File: config.mk
export PLATFORM = sky130hd
export DESIGN_NAME = idu_jump_swc
export DESIGN_NICKNAME = d
export VERILOG_FILES = /design/src/rtl/swc_pkg.sv /design/src/rtl/idu_imm_gen.sv /design/src/rtl/idu_jump_swc.sv
export SDC_FILE = /design/constraint.sdc
export NUM_CORES = 1
export LEC_CHECK = 0
export BUFFER_PORTS_ARGS = -buffer_cell sky130_fd_sc_hd__clkbuf_2
export CORE_MARGIN = 5
export CORE_UTILIZATION = 45
export DETAILED_ROUTE_END_ITERATION = 7
export GPL_ROUTABILITY_DRIVEN = 1
export HOLD_SLACK_MARGIN = 0.08
export PLACE_DENSITY = 0.79
export SLEW_MARGIN = 20
export SYNTH_ARGS = -nofsm -noshare
export SYNTH_HDL_FRONTEND = slang
export SYNTH_SLANG_ARGS = --single-unit
File: constraint.sdc
create_clock -name hclk -period 3.4 [get_ports hclk]
set_input_delay 0 -clock hclk [delete_from_list [all_inputs] [get_ports hclk]]
set_output_delay 0 -clock hclk [all_outputs]
set_load 0.01 [all_outputs]
File: src/rtl/swc_pkg.sv
// rtl/swc_pkg.sv - shared opcode constants, state type and defaults for the switch-controlled core
package swc_pkg;

  localparam logic [6:0] OPC_JAL  = 7'b1101111;
  localparam logic [6:0] OPC_JALR = 7'b1100111;
  localparam logic [2:0] F3_JALR  = 3'b000;

  localparam int JUMP_CYCLES_DEF = 3;

  typedef enum logic {
    IDLE = 1'b0,
    EXEC = 1'b1
  } idu_state_t;

endpackage

File: src/rtl/idu_imm_gen.sv
// rtl/idu_imm_gen.sv - combinational field and I/J immediate extraction from an instruction word
module idu_imm_gen (
  input  logic [31:0] instr,
  output logic [6:0]  opcode,
  output logic [2:0]  funct3,
  output logic [4:0]  rd,
  output logic [4:0]  rs1,
  output logic [11:0] imm_i,
  output logic [20:0] imm_j
);

  assign opcode = instr[6:0];
  assign funct3 = instr[14:12];
  assign rd     = instr[11:7];
  assign rs1    = instr[19:15];
  assign imm_i  = instr[31:20];
  // J-type offset is always even, so bit 0 is a constant zero
  assign imm_j  = {instr[31], instr[19:12], instr[20], instr[30:21], 1'b0};

endmodule

File: src/rtl/idu_jump_swc.sv
// rtl/idu_jump_swc.sv - JAL/JALR decode stage that paces the jump EXU and honours EXU flush requests
module idu_jump_swc
  import swc_pkg::*;
#(
  parameter int JUMP_CYCLES = JUMP_CYCLES_DEF
) (
  input  logic        hclk,
  input  logic        hrst,
  input  logic        instr_valid,
  input  logic [31:0] instr,
  input  logic [31:0] instr_pc,
  output logic        instr_ready,
  input  logic [1:0]  flush,
  output logic [3:0]  cycle_cnt,
  output logic        dec_jump_en,
  output logic        dec_jal,
  output logic        dec_jalr,
  output logic        dec_other,
  output logic [11:0] dec_imm_type_i,
  output logic [20:0] dec_imm_type_j,
  output logic [4:0]  dec_rd,
  output logic [4:0]  dec_rs1,
  output logic [31:0] pc,
  output logic        dec_illegal
);

  localparam logic [3:0] JUMP_LAST = 4'(JUMP_CYCLES - 1);

  idu_state_t  state;
  logic [1:0]  drop_cnt;

  logic [6:0]  opcode;
  logic [2:0]  funct3;
  logic [4:0]  rd;
  logic [4:0]  rs1;
  logic [11:0] imm_i;
  logic [20:0] imm_j;

  logic        xfer;
  logic        keep;
  logic        is_jal;
  logic        is_jalr_op;
  logic [3:0]  last_cnt;

  idu_imm_gen u_imm_gen (
    .instr  (instr),
    .opcode (opcode),
    .funct3 (funct3),
    .rd     (rd),
    .rs1    (rs1),
    .imm_i  (imm_i),
    .imm_j  (imm_j)
  );

  assign instr_ready = (state == IDLE) && !hrst;
  assign xfer        = instr_valid && instr_ready;
  // a flush on the transfer edge already claims this instruction as the first drop
  assign keep        = xfer && (flush == 2'd0) && (drop_cnt == 2'd0);
  assign is_jal      = (opcode == OPC_JAL);
  assign is_jalr_op  = (opcode == OPC_JALR);
  assign last_cnt    = dec_other ? 4'd0 : JUMP_LAST;

  always_ff @(posedge hclk) begin
    if (hrst) begin
      state          <= IDLE;
      drop_cnt       <= 2'd0;
      cycle_cnt      <= 4'd0;
      dec_jump_en    <= 1'b0;
      dec_jal        <= 1'b0;
      dec_jalr       <= 1'b0;
      dec_other      <= 1'b0;
      dec_imm_type_i <= 12'd0;
      dec_imm_type_j <= 21'd0;
      dec_rd         <= 5'd0;
      dec_rs1        <= 5'd0;
      pc             <= 32'd0;
      dec_illegal    <= 1'b0;
    end else begin
      dec_illegal <= 1'b0;

      if (flush != 2'd0) begin
        drop_cnt <= xfer ? (flush - 2'd1) : flush;
      end else if (xfer && (drop_cnt != 2'd0)) begin
        drop_cnt <= drop_cnt - 2'd1;
      end

      if (state == IDLE) begin
        if (keep) begin
          if (is_jalr_op && (funct3 != F3_JALR)) begin
            dec_illegal <= 1'b1;
          end else begin
            state          <= EXEC;
            cycle_cnt      <= 4'd0;
            dec_jal        <= is_jal;
            dec_jalr       <= is_jalr_op;
            dec_jump_en    <= is_jal || is_jalr_op;
            dec_other      <= !(is_jal || is_jalr_op);
            dec_imm_type_i <= imm_i;
            dec_imm_type_j <= imm_j;
            dec_rd         <= rd;
            dec_rs1        <= rs1;
            pc             <= instr_pc;
          end
        end
      end else begin
        if (cycle_cnt == last_cnt) begin
          state       <= IDLE;
          cycle_cnt   <= 4'd0;
          dec_jump_en <= 1'b0;
          dec_jal     <= 1'b0;
          dec_jalr    <= 1'b0;
          dec_other   <= 1'b0;
        end else begin
          cycle_cnt <= cycle_cnt + 4'd1;
        end
      end
    end
  end

endmodule

==> results.sh, run 1 <==
export IMPL_status="finished clean"
export IMPL_power_density_nw_per_um2=364
export IMPL_p_leak_nw=1.95
export IMPL_ctsRootBufferMaster="clkbuf_8"
export IMPL_fin_skew_ns=0.00910
export IMPL_grt_max_degree=70
export IMPL_clockBufferDepth=2
export IMPL_startpoint="state"
export IMPL_cts_tree="built"
export IMPL_drive_above_1_share_pct=38.5
export IMPL_crit_path_start_kind="flop"
export IMPL_pwr_share_clk_pct=35.8
export IMPL_drt_iter0_drc=120
export IMPL_period_share_pct=72.3
export IMPL_fin_area_sq_um=4540
export IMPL_final_common_cell="clkbuf_2"
export IMPL_cp_max_fo=24
export IMPL_critical_path_class="reg2reg"
export IMPL_cts_setup_buffers=0
export IMPL_port_buffers=152
export IMPL_switchingPower_w=0.000422
export IMPL_end_kind="flop"
export IMPL_reg2reg_depth=4
export IMPL_ys_seq_area_share_pct=44.2
export IMPL_multi_input_area_sq_um=1440
export IMPL_drc=0
export IMPL_dp_cells=558
export IMPL_path_clk_slew_ns=0.07
export IMPL_area_delta_synth_final_pct=45.4
export IMPL_grt_usage_pct=21.5
export IMPL_hold_path_class="in2reg"
export IMPL_vias=3210
export IMPL_hold_depth=5
export IMPL_seqCellArea_sq_um=1380
export IMPL_ant_nets=0
export IMPL_fillers=552
export IMPL_cts_repair_resized=0
export IMPL_synth_seq_cells=69
export IMPL_syn_inst=353
export IMPL_place_gp_congestion=0.739
export IMPL_reg2reg_from="state"
export IMPL_crit_chain="nor3b_2 -> nand3_1 -> nor4_1 -> dlygate4sd3_1"
export IMPL_p_int_w=0.00123
export IMPL_tightest_slew_ns=0.986
export IMPL_maxSlewHeadroom_pct=33.8
export IMPL_syn_avg_cell_area_sq_um=8.85
export IMPL_first_pass_iters=4
export IMPL_overflow=0
export IMPL_die_w_microns=93.3
export IMPL_grt_pass1_vias=3178
export IMPL_layout_common_cells="clkbuf_2 (152), dfxtp_1 (69), dlygate4sd3_1 (60), nand3_1 (40), o21ai_0 (40)"
export IMPL_crit_slowest_cell="nand3_1"
export IMPL_finalSetupViolCount=0
export IMPL_synth_edff_count=0
export IMPL_antennaDiodeCount=0
export IMPL_antenna_found_initial=0
export IMPL_cpPeakStageDelay_ns=0.60
export IMPL_fp_dieH_microns=93.3
export IMPL_vdd_drop_max_v=0.000241
export IMPL_htreeDepth=3
export IMPL_fin_setup_tns_ns=0
export IMPL_ys_flop_type="dfxtp_1"
export IMPL_post_route_min_period_ns=2.46
export IMPL_hold_viol=0
export IMPL_power_total_w=0.00165
export IMPL_via_per_inst=5.06
export IMPL_cap_violations=0
export IMPL_core_sq_um=6790
export IMPL_slew_violations=0
export IMPL_drt_wl_total_mm=9.58
export IMPL_critPathArrivalTime_ns=2.74
export IMPL_worstHoldStart="flush[0]"
export IMPL_fin_cells=634
export IMPL_combPwrFrac_pct=13.2
export IMPL_place_hpwl_mm=5.90
export IMPL_worstSkewPairLatency_ns=0.34
export IMPL_std_cell_rows=30
export IMPL_cts_buffers_inserted=9
export IMPL_syn_area_sq_um=3130
export IMPL_synth_fp_nets=425
export IMPL_critPathRequiredTime_ns=3.68
export IMPL_seq_power_share_pct=51.1
export IMPL_clock_sinks=69
export IMPL_max_freq_ghz=0.407
export IMPL_swShare_pct=25.6
export IMPL_yosysWarnings=0
export IMPL_rsz0062_at_grt="false"
export IMPL_start_util_pct=46.0
export IMPL_post_drt_wl_per_cell_microns=15.1
export IMPL_io_pins=154
export IMPL_synth_cell_types=41
export IMPL_dieArea_sq_um=8710
export IMPL_place_area_sq_um=3770
export IMPL_grt_pass1_wl_mm=15.0
export IMPL_nets=605
export IMPL_async_flop_share_pct=0
[kinds of logic after synthesis]
| kind of cell | after synthesis | share of synthesized area, % |
|---|---|---|
| flops | 69 | 44.2 |
| buf+inv | 55 | 10.0 |
| simple gates | 131 | 27.9 |
| other cells | 1 | 0.120 |
| fa+ha+maj | 3 | 1.20 |
| xor+xnor | 3 | 0.841 |
| compound gates | 89 | 15.1 |
| mux | 2 | 0.641 |
[layout make-up]
type | instances | share of cell area (%)
inverter | 7 | 0.578
clock inverter | 6 | 0.854
multi-input combinational | 229 | 31.7
timing repair buffer | 217 | 30.8
tap | 96 | 2.64
sequential | 69 | 30.4
clock buffer | 10 | 3.03
[power by group through the flow]
stage	combinational [W]	sequential (W)	clock, W
after floorplan	0.0000810	0.000867	0
after global placement	0.000158	0.000861	0
after detailed placement	0.000161	0.000862	0
after CTS	0.000215	0.000843	0.000616
after global routing	0.000237	0.000846	0.000650
final	0.000218	0.000844	0.000591
[critical path, delay by kind of cell (launching register included)]
family,cells,cell delay (ns)
buffers and inverters,1,0.60
flip-flops,1,0.42
AND/OR/NAND/NOR,3,1.37
[layer usage]
metal / global-route usage [%] / up-vias / wire length (microns)
li1: - / 1568 / -
met1: 25.2 / 1493 / 3850
met2: 36.2 / 125 / 4780
met3: 5.79 / 24 / 717
met4: 10.1 / 0 / 227
met5: 0 / - / 0
[repair_timing]
item | 4_1_cts | 5_1_grt
hold buffers | 60 | 0
endpoints found under the setup margin | 0 | 0
hold endpoints to repair | 59 | 0
[synthesized netlist by cell type (7+ instances only)]
cell / instances / share of area (%)
a21oi_1: 20 / 3.2
buf_2: 8 / 1.3
buf_4: 20 / 4.8
clkbuf_1: 17 / 2.0
dfxtp_1: 69 / 44
inv_1: 7 / 0.84
nand2_1: 8 / 0.96
nand2b_1: 39 / 7.8
nand3_1: 40 / 6.4
nand3_2: 20 / 6.4
o21ai_0: 40 / 6.4
o21ai_1: 20 / 3.2
[sequential cells by signal, summed over array words and instances (netlist names)]
register	flops
cycle_cnt	4
dec_illegal	1
dec_imm_type_i	12
dec_imm_type_j	4
dec_jal	1
dec_jalr	1
dec_jump_en	1
dec_other	1
dec_rd	5
dec_rs1	4
drop_cnt	2
pc	32
state	1
[metrics by stage]
stage | setup WS [ns] | hold slack [ns] | utilization [%]
after floorplan | 1.83 | 0.0785 | -
after global placement | 1.24 | 0.218 | 55.5
after detailed placement | 1.19 | 0.223 | 55.5
after CTS | 0.941 | 0.0802 | 66.9
after global routing | 0.744 | 0.116 | 66.9
final | 0.941 | 0.0965 | 66.9
[final timing paths]
| check | to | slack (ns) |
|---|---|---|
| setup / recovery | dec_illegal | 0.94 |
| hold reg to reg | pc[9] | 0.47 |
| hold / removal | drop_cnt[0] | 0.1 |
| setup reg to reg | dec_illegal | 0.94 |
(Power assumes the default switching activity.)
==> inputs of run 2 (changes only) <==
==> constraint.sdc (replaced) <==
create_clock -name hclk -period 2.3 [get_ports hclk]
set_input_delay 0 -clock hclk [delete_from_list [all_inputs] [get_ports hclk]]
set_output_delay 0 -clock hclk [all_outputs]
set_load 0.01 [all_outputs]
==> run 2 against run 1 <==
Against the previous run:
- power up 51%
- cell count up 0.47%
- global-route usage down 0.32 points
- non-clock buffer count up 4
- combinational power up 49%
- clock-buffer cell count up 2
- via count down 0.56%
- utilization up 0.57 points
- sequential cell count unchanged
- register-to-register slack worse by 0.47 ns
- sequential power up 48%
- clock power up 55%
- critical endpoint is now cycle_cnt[0]
==> results.sh, run 2 (same netlist as run 1, synthesis figures left out) <==
export IMPL_status="finished clean"
export IMPL_crit_buf_inv=3
export IMPL_p_leak_nw=1.97
export IMPL_post_route_min_period_ns=2.09
export IMPL_port_buffers=152
export IMPL_place_hpwl_mm=5.93
export IMPL_critical_path_class="in2reg"
export IMPL_drt_wl_total_mm=9.26
export IMPL_core_sq_um=6790
export IMPL_fin_hold_ws_ns=0.105
export IMPL_dp_slack_ns=0.382
export IMPL_fin_area_sq_um=4580
export IMPL_crit_chain="dlygate4sd3_1 -> clkbuf_2 -> nor3_1 -> nor4_4 -> nor2_2 -> buf_4 -> o22ai_1"
export IMPL_first_pass_iters=5
export IMPL_rsz0062_at_grt="false"
export IMPL_via_per_inst=5.01
export IMPL_tightest_slew_ns=0.929
export IMPL_grt_usage_pct=21.2
export IMPL_ant_nets=0
export IMPL_area_delta_synth_final_pct=46.6
export IMPL_critPathArrivalTime_ns=2.30
export IMPL_worstSkewPairLatency_ns=0.33
export IMPL_place_area_sq_um=3800
export IMPL_nets=609
export IMPL_setup_ws_ns=0.211
export IMPL_slew_violations=0
export IMPL_cpPeakStageDelay_ns=0.59
export IMPL_cts_setup_buffers=0
export IMPL_drive_above_1_share_pct=38.8
export IMPL_critPathRequiredTime_ns=2.51
export IMPL_fillers=525
export IMPL_std_cell_rows=30
export IMPL_ctsRootBufferMaster="clkbuf_8"
export IMPL_cts_tree="built"
export IMPL_hold_depth=5
export IMPL_multi_input_area_sq_um=1440
export IMPL_maxSlewHeadroom_pct=37.6
export IMPL_fin_skew_ns=0.00838
export IMPL_hold_path_class="in2reg"
export IMPL_htreeDepth=3
export IMPL_fin_setup_tns_ns=0
export IMPL_crit_cells=7
export IMPL_top_regs="pc: 32 flops, dec_imm_type_i: 12 flops, dec_rd: 5 flops"
export IMPL_die_w_microns=93.3
export IMPL_clock_sinks=69
export IMPL_largest_register="pc"
export IMPL_antenna_found_initial=0
export IMPL_cap_violations=0
export IMPL_grt_max_degree=70
export IMPL_place_gp_congestion=0.763
export IMPL_io_pins=154
export IMPL_reg2reg_depth=5
export IMPL_crit_family="simple AND/OR/NAND/NOR gates"
export IMPL_final_common_cell="clkbuf_2"
export IMPL_crit_slowest_cell="nor3_1"
export IMPL_overflow=0
export IMPL_grt_pass1_vias=3268
export IMPL_path_clk_slew_ns=0.07
export IMPL_crit_path_start_kind="input pin"
export IMPL_grt_pass1_wl_mm=15.0
export IMPL_clockBufferDepth=2
export IMPL_layout_common_cells="clkbuf_2 (152), dfxtp_1 (69), dlygate4sd3_1 (60), nand3_1 (40), o21ai_0 (40)"
export IMPL_drt_iter0_drc=133
export IMPL_antennaDiodeCount=0
export IMPL_vdd_drop_max_v=0.000330
export IMPL_cp_max_fo=22
export IMPL_finalSetupViolCount=0
export IMPL_drc=0
export IMPL_hold_viol=0
export IMPL_start_util_pct=46.0
export IMPL_fin_util_pct=67.5
export IMPL_max_freq_ghz=0.479
export IMPL_seqCellArea_sq_um=1380
export IMPL_power_density_nw_per_um2=543
export IMPL_dieArea_sq_um=8710
export IMPL_end_kind="flop"
export IMPL_post_drt_wl_per_cell_microns=14.5
export IMPL_vias=3192
export IMPL_period_share_pct=90.8
export IMPL_fp_dieH_microns=93.3
export IMPL_cts_buffers_inserted=9
export IMPL_largest_reg_flops=32
export IMPL_r2r_setup_slack_ns=0.47
==> run 2: cell types whose count changed in the layout (fill, tap and decap cells not counted), sizes merged <==
cell,change
buf,+4
clkbuf,+2
clkinv,-3
==> run 2: report_power, final <==
part / total, W / internal, W / switching [W]
logic: 0.000324 / 0.000180 / 0.000144
registers: 0.00125 / 0.00122 / 0.0000220
clock network: 0.000918 / 0.000472 / 0.000446
==> run 2: worst register-to-register path, cell delays in order (launching register included) <==
cell and delay (ns):
dfxtp_1 0.43, nor3b_2 0.30, and3_2 0.46, buf_4 0.29
nand3_1 0.10, a21oi_1 0.17
==> run 2: repair_timing <==
| action | in CTS | in global routing |
|---|---|---|
| hold buffers | 60 | 0 |
| gates resized for setup | 0 | 0 |
| hold endpoints to repair | 60 | 0 |
==> run 2: layer usage <==
| layer | vias to the layer above | part of all wire [%] | track usage (%) |
|---|---|---|---|
| li1 | 1572 | - | - |
| met1 | 1477 | 40 | 24.1 |
| met2 | 131 | 50 | 37.6 |
| met3 | 12 | 8.6 | 6.19 |
| met4 | 0 | 1.4 | 6.84 |
| met5 | - | 0 | 0 |
==> run 2: layout make-up <==
class / instances / share of cell area (%)
multi-input combinational: 229 / 31.4
timing repair buffer: 221 / 31.2
sequential: 69 / 30.1
clock buffer: 12 / 3.60
tap: 96 / 2.62
inverter: 7 / 0.573
clock inverter: 3 / 0.437
==> run 2: final timing paths <==
| kind | from | end |
|---|---|---|
| setup / recovery | instr[12] | cycle_cnt[0] |
| hold reg to reg | dec_jump_en | dec_jump_en |
| hold / removal | instr_valid | drop_cnt[1] |
| setup reg to reg | state | pc[12] |
==> run 2: metrics by stage <==
step | power (W) | std cells
floorplan | 0.00140 | 353
global placement | 0.00151 | 562
detailed placement | 0.00151 | 562
CTS | 0.00250 | 637
global route | 0.00259 | 637
finish | 0.00249 | 637
